==> src/rtl/pwm_ramp_gen.sv <==
// Soft-start/soft-stop duty sequencer feeding a PWM clear threshold.
// Latency: duty updates on the edge sampling a qualifying period_end_i; done_o one cycle after the final update.
// Backpressure: none; start_i is accepted only in IDLE, and abort_i returns to IDLE with the duty held.
module pwm_ramp_gen #(
    parameter int               WIDTH      = 8,
    parameter int               DIV_WIDTH  = 8,
    parameter logic [WIDTH-1:0] RESET_DUTY = '0
) (
    input  logic                 clk,
    input  logic                 res_ni,
    input  logic                 period_end_i,
    input  logic                 start_i,
    input  logic                 abort_i,
    input  logic [WIDTH-1:0]     target_i,
    input  logic [WIDTH-1:0]     step_i,
    input  logic [DIV_WIDTH-1:0] div_i,
    output logic [WIDTH-1:0]     duty_o,
    output logic                 busy_o,
    output logic                 done_o
);

    typedef enum logic [1:0] {IDLE, RAMP, DONE} state_t;

    state_t               state_q, state_d;
    logic [WIDTH-1:0]     duty_q, duty_d;
    logic [WIDTH-1:0]     target_q, target_d;
    logic [WIDTH-1:0]     step_q, step_d;
    logic [DIV_WIDTH-1:0] div_q, div_d;
    logic [DIV_WIDTH-1:0] pcnt_q, pcnt_d;
    logic                 busy_q, done_q;
    logic [WIDTH-1:0]     step_eff, up_gap, dn_gap, duty_step;

    // A zero step would stall the ramp forever, so it behaves as a step of one.
    always_comb begin
        step_eff = (step_q == '0) ? {{(WIDTH-1){1'b0}}, 1'b1} : step_q;
        up_gap   = target_q - duty_q;
        dn_gap   = duty_q - target_q;
        if (duty_q < target_q) begin
            duty_step = (up_gap <= step_eff) ? target_q : duty_q + step_eff;
        end else begin
            duty_step = (dn_gap <= step_eff) ? target_q : duty_q - step_eff;
        end
    end

    always_comb begin
        state_d  = state_q;
        duty_d   = duty_q;
        target_d = target_q;
        step_d   = step_q;
        div_d    = div_q;
        pcnt_d   = pcnt_q;
        case (state_q)
            IDLE: begin
                if (start_i) begin
                    target_d = target_i;
                    step_d   = step_i;
                    div_d    = div_i;
                    pcnt_d   = '0;
                    state_d  = RAMP;
                end
            end
            RAMP: begin
                // Abort wins over a coincident step; arrival at target is seen one cycle late.
                if (abort_i) begin
                    state_d = IDLE;
                end else if (duty_q == target_q) begin
                    state_d = DONE;
                end else if (period_end_i) begin
                    if (pcnt_q == div_q) begin
                        pcnt_d = '0;
                        duty_d = duty_step;
                    end else begin
                        pcnt_d = pcnt_q + DIV_WIDTH'(1);
                    end
                end
            end
            DONE: begin
                state_d = IDLE;
            end
            default: begin
                state_d = IDLE;
            end
        endcase
    end

    always_ff @(posedge clk or negedge res_ni) begin
        if (!res_ni) begin
            state_q  <= IDLE;
            duty_q   <= RESET_DUTY;
            target_q <= '0;
            step_q   <= '0;
            div_q    <= '0;
            pcnt_q   <= '0;
            busy_q   <= 1'b0;
            done_q   <= 1'b0;
        end else begin
            state_q  <= state_d;
            duty_q   <= duty_d;
            target_q <= target_d;
            step_q   <= step_d;
            div_q    <= div_d;
            pcnt_q   <= pcnt_d;
            busy_q   <= (state_d == RAMP);
            done_q   <= (state_d == DONE);
        end
    end

    assign duty_o = duty_q;
    assign busy_o = busy_q;
    assign done_o = done_q;

endmodule

==> config.mk <==
export PLATFORM = sky130hd
export DESIGN_NAME = pwm_ramp_gen
export DESIGN_NICKNAME = d
export VERILOG_FILES = /design/src/rtl/pwm_ramp_gen.sv
export SDC_FILE = /design/constraint.sdc
export NUM_CORES = 1
export LEC_CHECK = 0
export CORE_AREA = 10 10 100 102
export CTS_CLUSTER_SIZE = 25
export DETAILED_ROUTE_END_ITERATION = 10
export DIE_AREA = 0 0 110 112
export DONT_BUFFER_PORTS = 1
export GPL_TIMING_DRIVEN = 0
export HOLD_SLACK_MARGIN = 0.08
export PLACE_DENSITY = 0.65
export RECOVER_POWER = 50
export SLEW_MARGIN = 0
export SYNTH_ARGS = -nofsm -noshare
export SYNTH_HDL_FRONTEND = slang
export SYNTH_SLANG_ARGS = --single-unit
==> constraint.sdc <==
create_clock -name clk -period 10.2 [get_ports clk]
set_clock_uncertainty 0.2 [all_clocks]
set_input_delay 2.04 -clock clk [delete_from_list [all_inputs] [get_ports clk]]
set_output_delay 2.04 -clock clk [all_outputs]
set_load 0.005 [all_outputs]
; ---- Word-level counts from Yosys, hierarchy flattened
; Cells that the tools add are included.
[classes]
add_sub_neg = 5
multipliers = 0
div = 0
n_lt_le_gt_ge = 3
n_eq_ne = 9
shifts = 0
mux = 14
n_bitwise = 2
reduce_logical = 6
[op_table]
columns = operator, count
row1 = 8-bit two-way mux, 9
row2 = 8-bit subtractor, 3
row3 = 8-bit == test, 2
row4 = 8-bit less-or-equal comparator, 2
row5 = 8-bit case mux with 2 select lines, 1
row6 = 5-bit AND reduction, 2
row7 = "8-bit by 1-bit adder with 8-bit output, second input constant", 1
row8 = 8-bit adder, 1
row9 = 8-bit logical NOT, 1
row10 = 8-bit < comparator, 1
row11 = "2-bit != test, second input constant", 4
row12 = 2-bit two-way mux, 3
row13 = "2-bit by 1-bit == test with 1-bit output, second input constant", 2
row14 = 2-bit case mux with 2 select lines, 1
row15 = "2-bit == test, second input constant", 1
row16 = 2-bit logical NOT, 1
row17 = 1-bit NOT, 2
row18 = 2-bit AND reduction, 1
row19 = 2-bit nonzero test, 1
[totals]
ff_bits = 44
latchBits = 0
ramBits = 0
romBits = 0
out_inout_bits = 10
wordCells = 47
memories = 0

; ---- Depth between registers and ports, before layout
[depth]
word_depth = 6
mapped_depth = 17
ltp_nobuf = 17

; ---- Worst setup path before layout
; No wires, ideal clock.
[synth_path]
path_kind = reg2reg
start = reg duty_q[4], in the netlist duty_o[4]
end = reg duty_q[0], in the netlist duty_o[0]
setup_time_ns = 0.125
t_arrival_ns = 3.375
required_time_ns = 9.875
setup_slack_ns = 6.500
path_stages_with_launch = 15
path_cell_list = dfrtp_1 > inv_1 > ha_1 > clkbuf_1 > a21o_1 > a21o_2 > a221oi_1 > xnor2_1 > ha_1 > and4_1 > a21boi_0 > o311ai_2 > nor2b_4 > mux2i_1 > mux2_2
[synth_via]
elab_chain_len = 4
[synth_lines]
columns = element, line
row1 = from (decl), 25  ; logic [WIDTH-1:0] duty_q, duty_d;
row2 = from (signal assigned), 98  ; duty_q <= duty_d;
row3 = 8-bit subtractor (on tied branches), "37, 36"
row4 = 8-bit less-or-equal comparator (on tied branches), "41, 39"
row5 = 8-bit two-way mux (on tied branches), "41, 39"
row6 = 8-bit two-way mux, 38  ; if (duty_q < target_q) begin
; Parallel ways exist; a longest one is shown, timed or not.
; A chain may end at the register's enable or synchronous reset.

; ---- Worst setup path after layout
[layout_path]
start = reg duty_q[1], in the netlist duty_o[1]
end = reg duty_q[0], in the netlist duty_o[0]
; Same word-level chain as after synthesis.

==> summary.md <==
| Metric | Value |
|---|---|
| Die Wd | `110 um` |
| Total negative slack | `0 ns` |
| Post_cts resized | `0` |
| Kind of cell adding the most delay to the critical path | `compound AO/OA/AOI/OAI gates` |
| Post-Synth Adder-Cell Area | `18.4%` |
| Synth Flop Type | `dfrtp_1` |
| CP cell instances | `inv_1, ha_1, a21oi_1, o21bai_1, a21oi_1, nor2_1, nor2_1, xnor2_1, ha_1, and4_1, a21boi_0, o311ai_2, nor2b_4, mux2i_1, mux2_2` |
| Clock tree from TritonCTS | `yes` |
| Cell Pwr Density | `227 nW/um2` |
| Setup crit start kind | `flop` |
| Vias in the first global route | `2915` |
| Num CTS Buffers | `5` |
| # diodes | `0` |
| CP arrival | `4.39 ns` |
| # port buffers | `0` |
| Antenna-violating nets left | `0` |
| Avg Cell Area, Syn | `9.05 um2` |
| #FFs+latches synth | `44` |
| Synth Area in XOR/XNOR | `7.26%` |
| Post-route DRC | `0` |
| Status | `complete, no violations` |
| Reg2reg setup slack | `between 5 and 6 ns` |
| YS warnings | `0` |
| Die H | `approximately 110 um` |
| Row count | `33` |
| Total wire length | `8430 um` |
| GRT overflow | `0` |
| Most common cell after layout, fill and taps aside | `ha_1` |
| Synth Cell Area | `approximately 3500 um2` |
| Complex-gate fraction of the synthesized area | `19.4%` |
| Critical path's largest stage delay | `0.75 ns` |
| CP max-delay cell | `o311ai_2` |
| Vias per cell | `5.57` |
| Die area | `between 10000 and 15000 um2` |
| Seq/Total Area, Yosys | `a little under a third` |
| Finished Cell Area | `~3700 um2` |
| Worst Path Max Fanout | `10` |
| Starting Density | `around 43%` |
| CP Capture Type | `flop` |
| Sequential cell area | `1100 um2` |
| Initial antenna violation count | `0` |
| Tmin final | `4.41 ns` |
| Clk_lat worst skew | `0.30 ns` |
| Fillers | `769` |
| Final Hold Vio Count | `0` |
| # H-tree levels | `2` |
| Leakage | `1.70 nW` |
| RSZ-0062 raised after global routing | `no` |
| Max-Cap Viols | `0` |
| Clock tree buffer depth | `2` |
| IO Count | `39` |
| Drt first pass iters | `4` |
| Most frequent cells in the layout | `ha_1 (45), dfrtp_1 (44), inv_1 (39), o21ai_0 (39), nand2_1 (30)` |
| Placed Area | `~3600 um2` |
| Worst Tran Pin Value | `0.902 ns` |
| First-pass GRT wire length | `14000 um` |
| Hold crit path type | `flop to flop` |
| Core Region | `8050 um2` |
| Cells after Synth | `387` |
| Worst vdd ir | `0.0891 mV` |
| Vias | `2786` |
| Synth Area in Simple Gates | `a little over an eighth` |
| Kind of critical path | `flop to flop` |
| Layout cells sized above 1 | `8.10%` |
| Syn nets | `roughly 470` |
| Peak Freq | `around 0.23 GHz` |
| Hpwl dp | `between 6000 and 7000 um` |
| Tot GR Track Use | `between 10% and 20%` |
| Reg clk slew, reported paths | `0.09 ns` |
| Finished Layout Cells | `500` |
| Critical path buffers and inverters | `1` |
| Unique masters post-synth | `52` |
| Area delta synth->final | `7.04%` |
| Fin util | `46.5%` |
| Clock root cell | `clkbuf_8` |
| Clock Sinks | `44` |
| Post-CTS Setup Bufs | `0` |
| Largest family of logic cells by synthesized area | `compound AO/OA/AOI/OAI gates` |
| FFs w/ async S/R, synth | `100%` |
| EDFF count, synth | `0` |
| Worst slew margin | `39.7%` |
| Wirelength per Cell | `16.9 um` |
| Area of the multi-input gates | `2190 um2` |
| Hold Buf Count CTS | `0` |
| Fin crit share | `43.2%` |
| Largest net degree at the start of global routing | `45` |
| First DRT Iteration DRCs | `approximately 140` |
| Setup violations, final | `0` |
| Placed cell count | `492` |
| Routability-driven placement congestion ratio | `0.882` |
| Fin. max-slew vios | `0` |
| Nets | `~470` |
| Mux contribution to synthesized area | `3.82%` |
| CP required | `between 10 and 15 ns` |
==> logic make-up after synthesis <==
| kind of cell | count (synthesis) |
|---|---|
| AND/OR/NAND/NOR | 94 |
| XOR/XNOR | 29 |
| buffers and inverters | 54 |
| multiplexers | 12 |
| adder cells (fa/ha/maj) | 49 |
| AO/OA/AOI/OAI | 105 |
| flip-flops | 44 |
==> synthesized netlist by cell type (3+ instances only) <==
cell type  count  share of area (%)
a221o_1        3               0.86
xor2_1         6                1.5
fa_1           4                2.3
inv_1         39                4.2
and3_1         4               0.71
nor2b_1        4               0.71
a21o_1         8                1.7
o21bai_1       5                1.1
nand2_1       30                3.2
a31oi_1        4               0.71
a21oi_1       18                2.6
o22ai_1        3               0.54
dfrtp_1       44                 31
o21ai_0       39                5.6
ha_1          45                 16
nor3b_1        3               0.64
mux2_2        11                3.5
a211oi_1       3               0.64
clkbuf_1      13                1.4
nor3_1         4               0.57
or2_2          4               0.71
xnor2_1       23                5.8
nand4_1        9                1.6
nor2_1        20                2.1
nand2b_1       3               0.54
a221oi_1       4                1.0
o221ai_1       3               0.75
nand3_1        3               0.43
==> per-layer routing <==
metal  routed length (um)  part of all wire (%)  track usage [%]
met1                 3560                    42             16.6
met2                 4410                    52             24.6
met3                  328                   3.9             2.71
met4                  139                   1.6             4.17
met5                    0                     0                0
==> cell type report <==
class,count,share of cell area [%]
multi-input cells,289,58.4
flip-flops and latches,44,29.4
clock buffers,5,1.84
well taps,105,3.51
clock inverters,3,1.24
inverters,39,3.91
plain buffers,15,1.74
==> state kept, by name, indices dropped and copies added, names as in the netlist <==
signal    count
busy_o        1
div_q         8
done_o        1
duty_o        8
pcnt_q        8
state_q       2
step_q        8
target_q      8
==> report_power, final <==
| group | internal (mW) | switching (mW) | total [mW] |
|---|---|---|---|
| combinational | 0.206 | 0.263 | 0.469 |
| sequential | 0.206 | 0.0342 | 0.240 |
| clock | 0.0739 | 0.0664 | 0.140 |
| total | 0.486 | 0.364 | 0.850 |
==> worst paths after layout <==
path,startpoint,end,depth (start not counted)
hold reg to reg,pcnt_q[7],pcnt_q[7],1
min in group asynchronous,res_ni,step_q[7],0
hold / removal,pcnt_q[7],pcnt_q[7],1
max in group asynchronous,res_ni,pcnt_q[4],0
setup / recovery,duty_o[1],duty_o[0],15
setup reg to reg,duty_o[1],duty_o[0],15
==> stage by stage <==
step	hold WS, ns	total power [mW]	setup slack, ns
6_report	0.324	0.850	5.79
5_1_grt	0.368	0.924	5.52
4_1_cts	0.331	0.854	5.81
3_5_place_dp	0.314	0.712	5.83
3_3_place_gp	0.303	0.698	5.88
2_1_floorplan	0.271	0.603	6.50
==> worst register-to-register path, cell delays in order (launching register included) <==
cell and delay (ns):
dfrtp_1 0.61, inv_1 0.21, ha_1 0.37, a21oi_1 0.15, o21bai_1 0.13, a21oi_1 0.19, nor2_1 0.06, nor2_1 0.11
xnor2_1 0.14, ha_1 0.27, and4_1 0.22, a21boi_0 0.13, o311ai_2 0.75, nor2b_4 0.38, mux2i_1 0.10, mux2_2 0.27
Note: power is estimated with default switching activity, not from simulation.
==> patch, RTL diff (same settings) <==
Set the parameter `WIDTH` to 6 (it was 8).
--- a/src/rtl/pwm_ramp_gen.sv
+++ b/src/rtl/pwm_ramp_gen.sv
@@ -3,5 +3,5 @@
 // Backpressure: none; start_i is accepted only in IDLE, and abort_i returns to IDLE with the duty held.
 module pwm_ramp_gen #(
-    parameter int               WIDTH      = 8,
+    parameter int               WIDTH      = 6,
     parameter int               DIV_WIDTH  = 8,
     parameter logic [WIDTH-1:0] RESET_DUTY = '0
Ports: changed (resized duty_o, step_i and target_i); port bits go from 39 to 33. No check against the original RTL was run, so the function may have changed too.
==> patch against the original RTL <==
- sequential share of layout area is 1.3 points higher
- synthesized cell count decreased by 21%
- via count down 23%
- setup slack gained 500 ps
- power increased by 21%
- fmax rose by 13%
- sequential cell count is 6 lower
- utilization fell by 8.0 points
- final area fell by 17%
- combinational power rose by 40%
- die area did not move
- wire length fell by 21%
- area after synthesis down 18%
==> patch: results (changes against the original RTL) <==
largest cells by area after synthesis dfrtp_1, ha_1, xnor2_1, mux2_2, inv_1; Combinational Power Share 63.9% (+8.7 points); Total GRT Usage 11.09% (-2.9 points); met3 GRT Util 4.210% (+1.5 points); Place WS 6198 ps (+367.3 ps); Worst path max stage delay 750 ps (about the same); Reg clk slew, reported paths 70 ps (-20 ps); wire length on met2 3329 um (-24%); via/cell ratio 5.124 (-8.0%); number of global-route vias before repair 2,268 (-22%); outcome completed; final non-filler cell total 420 (-16%); clock latency on the worst-skew pair 290 ps; compound-cell area share of the yosys netlist 15.79% (-3.6 points); Initial DRC Count 99 (-31%); Seq pwr share 24.1% (-4.2 points); Post-Synth XOR/XNOR Area 6.719% (-0.54 points); total power 1.027 mW (+21%); Crit-path slowest cell a2111oi_0; first-pass iteration count of the detailed router 4 (unchanged); Num CTS Buffers 5 (unchanged); Synth Area in Adders 17.19% (-1.2 points); Crit Path Max Fanout 8 (-2); DR WL/cell 15.79 um (-6.4%); largest net degree at the start of global routing 39 (-13%); HPWL Detailed 5375 um (-21%); Post-CTS Setup Repair Bufs 0 (unchanged); Synthesized Nets 369 (-21%); post-CTS resize count 0 (unchanged); Synth top cells by count dfrtp_1, ha_1, inv_1, nand2_1; Syn Inst Count 307 (-21%); Leak 1.361 nW (-20%); sequential share of the synthesized area 33.16% (+1.7 points); DR WL met3 489 um (+49%); Regs by FF count div_q: 8 flops, pcnt_q: 8 flops; number of cells on the worst reg-to-reg path 14 (-1); layout cells sized above 1 11.43% (+3.3 points); Yosys cell types 50 (-3.8%); post-synthesis async set-or-reset flop share 100.0% (unchanged); Inst Count DP 412 (-16%); Rel. slew slack 41.67% (+1.9 points); # port buffers 0 (unchanged); met2 Use GR 18.78% (-5.8 points); Max Root-Sink Buffers 2 (unchanged); diode count 0 (unchanged); Critical Path AT 3880 ps (-510 ps); NetSw 0.4593 mW (+26%); first-pass GRT wire length 11,060 um (-21%); Area after DPL 0.002999 mm^2 (-17%); WL met1 2741 um (-23%); VDD IR max 0.0001289 V (+45%); mux cell area share after synthesis 5.716% (+1.9 points); RD Place Congestion 0.8808 (-0.18%); Nets 376 (-20%); Top delay family on crit path compound AO/OA/AOI/OAI gates; met1 usage 12.59% (-4.0 points)
patch: changes by cell type in the layout (fill, tap and decap cells not counted), moves of 4 or more:
cell / unedited run / this run
nor2_1: 20 / 14
clkbuf_1: 13 / 6
o21ai_0: 39 / 18
a221oi_1: 4 / 0
inv_1: 39 / 31
nand3_1: 3 / 9
nand4_1: 9 / 3
o21ai_1: 1 / 6
ha_1: 45 / 33
dfrtp_1: 44 / 38
xnor2_1: 23 / 17
patch: kinds of logic (layout without fill, tap and decap cells):
family,Yosys count,count (layout)
AND/OR/NAND/NOR,86,86
AO/OA/AOI/OAI,69,69
buffers and inverters,40,48
flip-flops,38,38
adder cells (fa/ha/maj),37,37
XOR/XNOR,22,22
multiplexers,15,15
patch: path summary, 6_finish.rpt:
kind                                            start                    end  slack [ps]
worst max register to register  duty_o[1]$_DFFE_PN0P_  duty_o[4]$_DFFE_PN0P_        6290
min in group asynchronous                      res_ni  step_q[3]$_DFFE_PN0P_        1240
worst min register to register  pcnt_q[7]$_DFFE_PN0P_  pcnt_q[7]$_DFFE_PN0P_         310
worst min-delay path            pcnt_q[7]$_DFFE_PN0P_  pcnt_q[7]$_DFFE_PN0P_         310
worst max-delay path            duty_o[1]$_DFFE_PN0P_  duty_o[4]$_DFFE_PN0P_        6290
max in group asynchronous                      res_ni  pcnt_q[4]$_DFFE_PN0P_        8480
patch: area by class of cell:
type / count / area (um^2)
Fill cell: 813 / 4951
Tap cell: 105 / 131.4
Inverter: 31 / 116.4
Buffer: 9 / 52.55
Multi-Input combinational cell: 229 / 1743
Clock inverter: 1 / 30.03
Sequential cell: 38 / 950.9
Clock buffer: 7 / 76.32
